## config.mk

```make
export PLATFORM = sky130hd
export DESIGN_NAME = ahb3lite_cmd_master
export DESIGN_NICKNAME = d
export VERILOG_FILES = /design/src/rtl/ahb3lite_pkg.sv /design/src/rtl/ahb3lite_cmd_master.sv
export SDC_FILE = /design/constraint.sdc
export NUM_CORES = 1
export LEC_CHECK = 0
export BUFFER_PORTS_ARGS = -buffer_cell sky130_fd_sc_hd__buf_2
export CAP_MARGIN = 20
export CORE_ASPECT_RATIO = 1.5
export CORE_MARGIN = 2
export CORE_UTILIZATION = 40
export CTS_CLUSTER_DIAMETER = 60
export DETAILED_ROUTE_END_ITERATION = 6
export PLACE_DENSITY_LB_ADDON = 0.25
export SLEW_MARGIN = 40
export SYNTH_ARGS = -nofsm -noshare
export SYNTH_HDL_FRONTEND = slang
export SYNTH_SLANG_ARGS = --single-unit
```

## constraint.sdc

```tcl
create_clock -name CLK -period 6.2 [get_ports CLK]
set_input_delay 0.31 -clock CLK [delete_from_list [all_inputs] [get_ports CLK]]
set_output_delay 0.31 -clock CLK [all_outputs]
set_load 0.03 [all_outputs]
```

## src/rtl/ahb3lite_pkg.sv

```systemverilog
// ahb3lite_pkg: shared AHB3-Lite encodings and a transfer-alignment helper.
package ahb3lite_pkg;
   localparam logic [1:0] HTRANS_IDLE   = 2'b00;
   localparam logic [1:0] HTRANS_NONSEQ = 2'b10;
   localparam logic [2:0] HSIZE_BYTE    = 3'b000;
   localparam logic [2:0] HSIZE_HWORD   = 3'b001;
   localparam logic [2:0] HSIZE_WORD    = 3'b010;
   localparam logic [2:0] HBURST_SINGLE = 3'b000;
   localparam logic       HRESP_OKAY    = 1'b0;
   localparam logic       HRESP_ERROR   = 1'b1;

   function automatic logic ahb_illegal(input logic [2:0] size, input logic [1:0] addr_lo);
      return size > HSIZE_WORD || (size == HSIZE_HWORD && addr_lo[0]) ||
             (size == HSIZE_WORD && addr_lo != 2'b00);
   endfunction
endpackage

```

## src/rtl/ahb3lite_cmd_master.sv

```systemverilog
// ahb3lite_cmd_master: single-outstanding AHB3-Lite master behind a command/response handshake.
// Define AHB3LITE_CMD_MASTER_TIMEOUT_EN to add an HREADY-low watchdog of TIMEOUT cycles.
module ahb3lite_cmd_master
   import ahb3lite_pkg::*;
#(
   parameter int TIMEOUT = 256
) (
   input  logic        CLK,
   input  logic        RESET,
   input  logic        CMD_VALID,
   output logic        CMD_READY,
   input  logic        CMD_WRITE,
   input  logic [31:0] CMD_ADDR,
   input  logic [31:0] CMD_WDATA,
   input  logic [2:0]  CMD_SIZE,
   output logic        RSP_VALID,
   input  logic        RSP_READY,
   output logic [31:0] RSP_RDATA,
   output logic        RSP_ERR,
   output logic [31:0] HADDR,
   output logic [31:0] HWDATA,
   output logic        HWRITE,
   output logic [2:0]  HSIZE,
   output logic [2:0]  HBURST,
   output logic [3:0]  HPROT,
   output logic [1:0]  HTRANS,
   output logic        HMASTLOCK,
   input  logic [31:0] HRDATA,
   input  logic        HREADY,
   input  logic        HRESP
);
   typedef enum logic [1:0] {IDLE, ADDR, DATA, RESP} state_t;

   if (TIMEOUT < 2) begin : g_timeout_chk
      $error("TIMEOUT must be at least 2");
   end

   state_t      state_q, state_d;
   logic [31:0] haddr_q, haddr_d, hwdata_q, hwdata_d, rdata_q, rdata_d;
   logic        hwrite_q, hwrite_d, err_q, err_d;
   logic [2:0]  hsize_q, hsize_d;
   logic        expired;

`ifdef AHB3LITE_CMD_MASTER_TIMEOUT_EN
   localparam int CW = $clog2(TIMEOUT);
   localparam logic [31:0] TIMEOUT_RDATA = 32'hdeadbeef;
   logic [CW-1:0] cnt_q, cnt_d;
   assign expired = !HREADY && cnt_q == CW'(TIMEOUT - 1);
   // Any state change restarts the count, so each phase gets a full TIMEOUT budget.
   always_comb
      cnt_d = (state_d != state_q) ? '0 :
              (!HREADY && (state_q == ADDR || state_q == DATA)) ? cnt_q + 1'b1 : cnt_q;
   always_ff @(posedge CLK or posedge RESET)
      if (RESET) cnt_q <= '0;
      else       cnt_q <= cnt_d;
`else
   assign expired = 1'b0;
`endif

   always_comb begin
      state_d  = state_q;
      haddr_d  = haddr_q;
      hwdata_d = hwdata_q;
      hwrite_d = hwrite_q;
      hsize_d  = hsize_q;
      rdata_d  = rdata_q;
      err_d    = err_q;
      case (state_q)
         IDLE: if (CMD_VALID) begin
            if (ahb_illegal(CMD_SIZE, CMD_ADDR[1:0])) begin
               state_d = RESP;
               err_d   = 1'b1;
               rdata_d = '0;
            end else begin
               state_d  = ADDR;
               haddr_d  = CMD_ADDR;
               hwdata_d = CMD_WDATA;
               hwrite_d = CMD_WRITE;
               hsize_d  = CMD_SIZE;
            end
         end
         ADDR, DATA: if (expired) begin
            state_d = RESP;
            err_d   = 1'b1;
`ifdef AHB3LITE_CMD_MASTER_TIMEOUT_EN
            rdata_d = TIMEOUT_RDATA;
`else
            rdata_d = '0;
`endif
         end else if (HREADY) begin
            state_d = (state_q == ADDR) ? DATA : RESP;
            if (state_q == DATA) begin
               err_d   = HRESP == HRESP_ERROR;
               rdata_d = (HRESP == HRESP_ERROR || hwrite_q) ? '0 : HRDATA;
            end
         end
         RESP: if (RSP_READY) state_d = IDLE;
         default: state_d = IDLE;
      endcase
   end

   always_ff @(posedge CLK or posedge RESET)
      if (RESET) begin
         state_q  <= IDLE;
         haddr_q  <= '0;
         hwdata_q <= '0;
         hwrite_q <= 1'b0;
         hsize_q  <= '0;
         rdata_q  <= '0;
         err_q    <= 1'b0;
      end else begin
         state_q  <= state_d;
         haddr_q  <= haddr_d;
         hwdata_q <= hwdata_d;
         hwrite_q <= hwrite_d;
         hsize_q  <= hsize_d;
         rdata_q  <= rdata_d;
         err_q    <= err_d;
      end

   assign CMD_READY = state_q == IDLE && !RESET;
   assign RSP_VALID = state_q == RESP;
   assign RSP_RDATA = rdata_q;
   assign RSP_ERR   = err_q;
   assign HADDR     = haddr_q;
   assign HWDATA    = hwdata_q;
   assign HWRITE    = hwrite_q;
   assign HSIZE     = hsize_q;
   assign HTRANS    = state_q == ADDR ? HTRANS_NONSEQ : HTRANS_IDLE;
   assign HBURST    = HBURST_SINGLE;
   assign HPROT     = 4'b0011;
   assign HMASTLOCK = 1'b0;
endmodule
```

## Word level (Yosys, flattened, before mapping)

Index checks and enable logic that the tools add are counted.

- Order comparisons: 1
- Equality and inequality tests: 10
- Multiplexer cells: 18
- Bitwise gates (word level): 1
- Reduce and logical (&&, ||, !) cells: 14

Operator list:

| cell | number |
|---|---|
| $mux W32 | 5 |
| $pmux W32 S2 | 1 |
| $mux W2 | 5 |
| $ne A2 B2 Y1 const B | 4 |
| $pmux W2 S3 | 1 |
| $reduce_and A3 Y1 | 2 |
| $mux W1 | 5 |
| $reduce_and A5 Y1 | 1 |
| $eq A2 B2 Y1 const B | 2 |
| $reduce_bool A2 Y1 | 2 |
| $eq A3 B1 Y1 const B | 1 |
| $eq A3 B2 Y1 const B | 1 |
| $gt A3 B2 Y1 const B | 1 |
| $logic_and A1 B1 Y1 | 3 |
| $logic_or A1 B1 Y1 | 3 |
| $eq A2 B1 Y1 const B | 1 |
| $logic_not A2 Y1 | 1 |
| $ne A2 B1 Y1 const B | 1 |
| $pmux W1 S2 | 1 |
| $reduce_or A2 Y1 | 1 |
| $logic_not A1 Y1 | 1 |
| $not A1 Y1 | 1 |

- Register bits after elaboration: 103
- Input bits: 106
- Output and inout bits: 113
- Logic and storage cells: 51

## Depth between registers and ports, before layout

- Depth after elaboration: 7
- Mapped depth: 7
- Mapped depth without buffers: 6

## Least setup slack after synthesis

No wires, ideal clock.

- Path kind: register to register
- From: register state_q[0]
- To: register err_q, in the netlist RSP_ERR
- Library setup time: 0.125 ns
- Data arrival time: 1.763 ns
- Data required time: 6.075 ns
- Path slack: 4.312 ns
- Stages on the path, launching flop included: 7
- Buffers on the path: 1
- Period minus slack after synthesis: 1.888 ns
- Path through: dfrtp_1 -> inv_1 -> ha_1 -> a21boi_0 -> or4_1 -> buf_6 -> mux2_2

- Longest elaborated chain between the ends: 4
- Elaborated cells between the ends (all ways): 11
- Those cells by class: eq/ne: 6; mux: 1; reduce/logical: 4

Ends and longest elaborated chain:

| item | line | RTL |
|---|---|---|
| start: declaration | ahb3lite_cmd_master.sv:38 | `state_t state_q, state_d;` |
| start signal: assignment | ahb3lite_cmd_master.sv:112 | `state_q <= state_d;` |
| $eq A2 B1 Y1 or $eq A2 B2 Y1 (tied branches) | ahb3lite_cmd_master.sv:68, ahb3lite_cmd_master.sv:92 |  |
| $reduce_or A2 Y1 | ahb3lite_cmd_master.sv:68 | `case (state_q)` |
| $ne A2 B2 Y1 (no source line) or $reduce_bool A2 Y1 (tied branches) | -- |  |
| $reduce_and A5 Y1 (no source line) | -- |  |
| end signal: assignment | ahb3lite_cmd_master.sv:118 | `err_q <= err_d;` |
| end: declaration | ahb3lite_cmd_master.sv:40 | `logic hwrite_q, hwrite_d, err_q, err_d;` |

Parallel ways exist; a longest one is shown, timed or not.
A chain may end at the register's enable or synchronous reset.

## Final worst setup path

Same ends and word-level chain as after synthesis.

==> metrics.md <==
| Metric | Value |
|---|---|
| Worst clock skew | 0.00668 ns |
| Post-CTS setup repair buffer count | 0 |
| Main synth FF type | dfrtp_1 |
| Register bit total from synthesis | 103 |
| Max Slew Vio Count | 0 |
| Slew HR | 0.522 |
| Pre-CTS setup slack | ~3.9 ns |
| Slew at the pin closest to its max-slew limit | 0.718 ns |
| EDFF count, synth | 0 |
| Io pins | 219 |
| CP Data Arrival Time | about 2.5 ns |
| Dominant cell type by area after synthesis | dfrtp_1 |
| Port Buffers | 209 |
| Post-synthesis cell count | approximately 320 |
| Gr usage total | 0.166 |
| Status | completed |
| Ant. Diodes | 0 |
| Synth warn | 0 |
| CTS resizes | 0 |
| Worst-skew pair later-pin latency | 0.34 ns |
| Effective utilization at floorplan | 0.408 |
| Total number of vias | 3008 |
| Fill count | 970 |
| Syn_area_per_cell | 13.4 µm² |
| Half-perimeter wire length after placement | around 7.2 mm |
| Syn Std Cell Area | about 4300 µm² |
| # placed instances | 659 |
| Layout cells sized above 1 | 0.565 |
| RSZ-0062 raised after global routing | false |
| R2R Setup Slk | 3.93 ns |
| CTS tree | built |
| Final worst setup slack | 3.93 ns |
| Top-area cell type share of the netlist area | 0.604 |
| Sequential area share after synthesis | 0.604 |
| First-pass GRT wire length | 14.6 mm |
| Setup total negative slack | 0 ns |
| Lkg Pwr | 3.13 nW |
| Final Hold Slack | ~0.049 ns |
| H-tree depth | 3 |
| Critical path capture point type | register |
| Hold/Removal Path Class | in2async |
| Drt pass-1 iters | 4 |
| Final ANT Viol Nets | 0 |
| Max FO, Critical Path | 33 |
| Post-CTS Hold Buffers | 0 |
| Clock tree buffer depth | 2 |
| Total wire length | 9.65 mm |
| Initial antenna violation count | 0 |
| Final Hold Fails | 0 |
| Wire length per cell | 14.3 µm |
| Largest cells by area after synthesis | dfrtp_1, mux2_2, mux2i_1, inv_1, nand2_1 |
| MaxCap Viol Count | 0 |
| Peak supply drop | 253 µV |
| Period utilisation layout | 0.366 |
| Final Wtd Congestion | 0.727 |
| Area after DPL | 5370 µm² |
| Final Power | 3.51 mW |
| Die width | 88.4 µm |
| Final setup violating endpoints | 0 |
| Startpoint Class | register |
| Core area | 10500 µm² |
| Largest net degree at the start of global routing | 69 |
| Site Rows | 46 |
| Die H | 131 µm |
| Vias in the first global route | ~3000 |
| Sink Count | 103 |
| P&R area growth vs syn | 33.4% |
| DRC viols | 0 |
| Total clock buffers created by CTS | 9 |
| GR Overflow Total | 0 |
| Final instance area | around 5700 µm² |
| Setup CP Type | reg2reg |
| CTS root buf | clkbuf_16 |
| Starting DRT DRC Count | 87 |
| Cell variety after synth | 26 |
| Worst-path clk slew | 0.07 ns |
| Worst EP required | roughly 6.4 ns |
| Final std cells w/o fill | around 680 |
| Max Clk Rate | around 440 MHz |
| Fin crit period | 2.27 ns |
| Final nets | 636 |
| Die ar. | 11500 µm² |
| Vias/cell | 4.46 |
| Final core utilization | 0.544 |
| Async set-reset flop share out of synthesis | 1.00 |
| Power Density | 617 nW/µm² |
synthesized netlist by cell type (all sizes together) (2+ instances only):
| library cell | n |
|---|---|
| nand2 | 33 |
| conb | 2 |
| buf | 20 |
| mux2 | 68 |
| mux2i | 32 |
| dfrtp | 103 |
| ha | 4 |
| clkbuf | 3 |
| nor2 | 2 |
| o21ai | 3 |
| inv | 38 |
state kept, by name (all words and copies together) (netlist names):
register / flops
HWRITE: 1
RSP_RDATA: 32
HWDATA: 32
state_q: 2
HSIZE: 3
HADDR: 32
RSP_ERR: 1
cell type report:
cell class,count,area [µm²],area share
flip-flops and latches,103,2580,0.452
multi-input cells,162,1400,0.246
repair buffers,212,1070,0.188
clock buffers,9,225,0.0395
well taps,144,180,0.0316
inverters,38,145,0.0255
clock inverters,7,95.1,0.0167
layout by cell type, fill, tap and decap left out, types with 2 or more instances in the layout:
master | synthesis | final
inv_6 | 0 | 2
conb_1 | 2 | 9
clkbuf_16 | 0 | 9
o21ai_0 | 3 | 3
dfrtp_1 | 103 | 103
clkinv_2 | 0 | 2
inv_1 | 38 | 37
nand2_1 | 33 | 32
buf_2 | 5 | 209
bufinv_16 | 0 | 2
mux2i_1 | 32 | 32
buf_4 | 9 | 2
ha_1 | 4 | 4
mux2_2 | 68 | 68
logic make-up after synthesis:
| kind of cell | Yosys count | share of synthesized area |
|---|---|---|
| other | 2 | 0.00176 |
| AOI/OAI and AO/OA | 8 | 0.0123 |
| buffers and inverters | 61 | 0.0762 |
| and+or+nand+nor | 41 | 0.0399 |
| adders and majority gates | 4 | 0.0117 |
| DFF | 103 | 0.604 |
| muxes | 100 | 0.254 |
power breakdown:
group | internal [mW] | leakage (nW) | switching, mW
logic | 0.610 | 1.67 | 1.15
registers | 0.996 | 1.30 | 0.155
clock network | 0.355 | 0.156 | 0.250
worst max-delay path, cell delays in order (launching register included):
cell     delay (ns)
dfrtp_1        0.38
inv_1          0.09
ha_1           0.29
o211a_1        0.20
or4_4          0.83
mux2_2         0.36
per-layer routing:
layer | track usage | up-vias | routed length, µm
met5 | 0 | - | 0
met4 | 0.0793 | 0 | 215
met3 | 0.0383 | 12 | 594
met2 | 0.282 | 121 | 5060
met1 | 0.196 | 1439 | 3780
li1 | - | 1436 | -
final timing paths:
| path | startpoint | end | depth (start not counted) |
|---|---|---|---|
| setup reg to reg | state_q[0] | RSP_ERR | 5 |
| min in group CLK | CMD_ADDR[10] | HADDR[10] | 2 |
| max in group asynchronous | RESET | RSP_RDATA[26] | 3 |
| hold reg to reg | HSIZE[2] | HSIZE[2] | 1 |
| hold / removal | RESET | HSIZE[0] | 2 |
| setup / recovery | state_q[0] | RSP_ERR | 5 |
No activity file was read; power rests on OpenSTA's default activity.
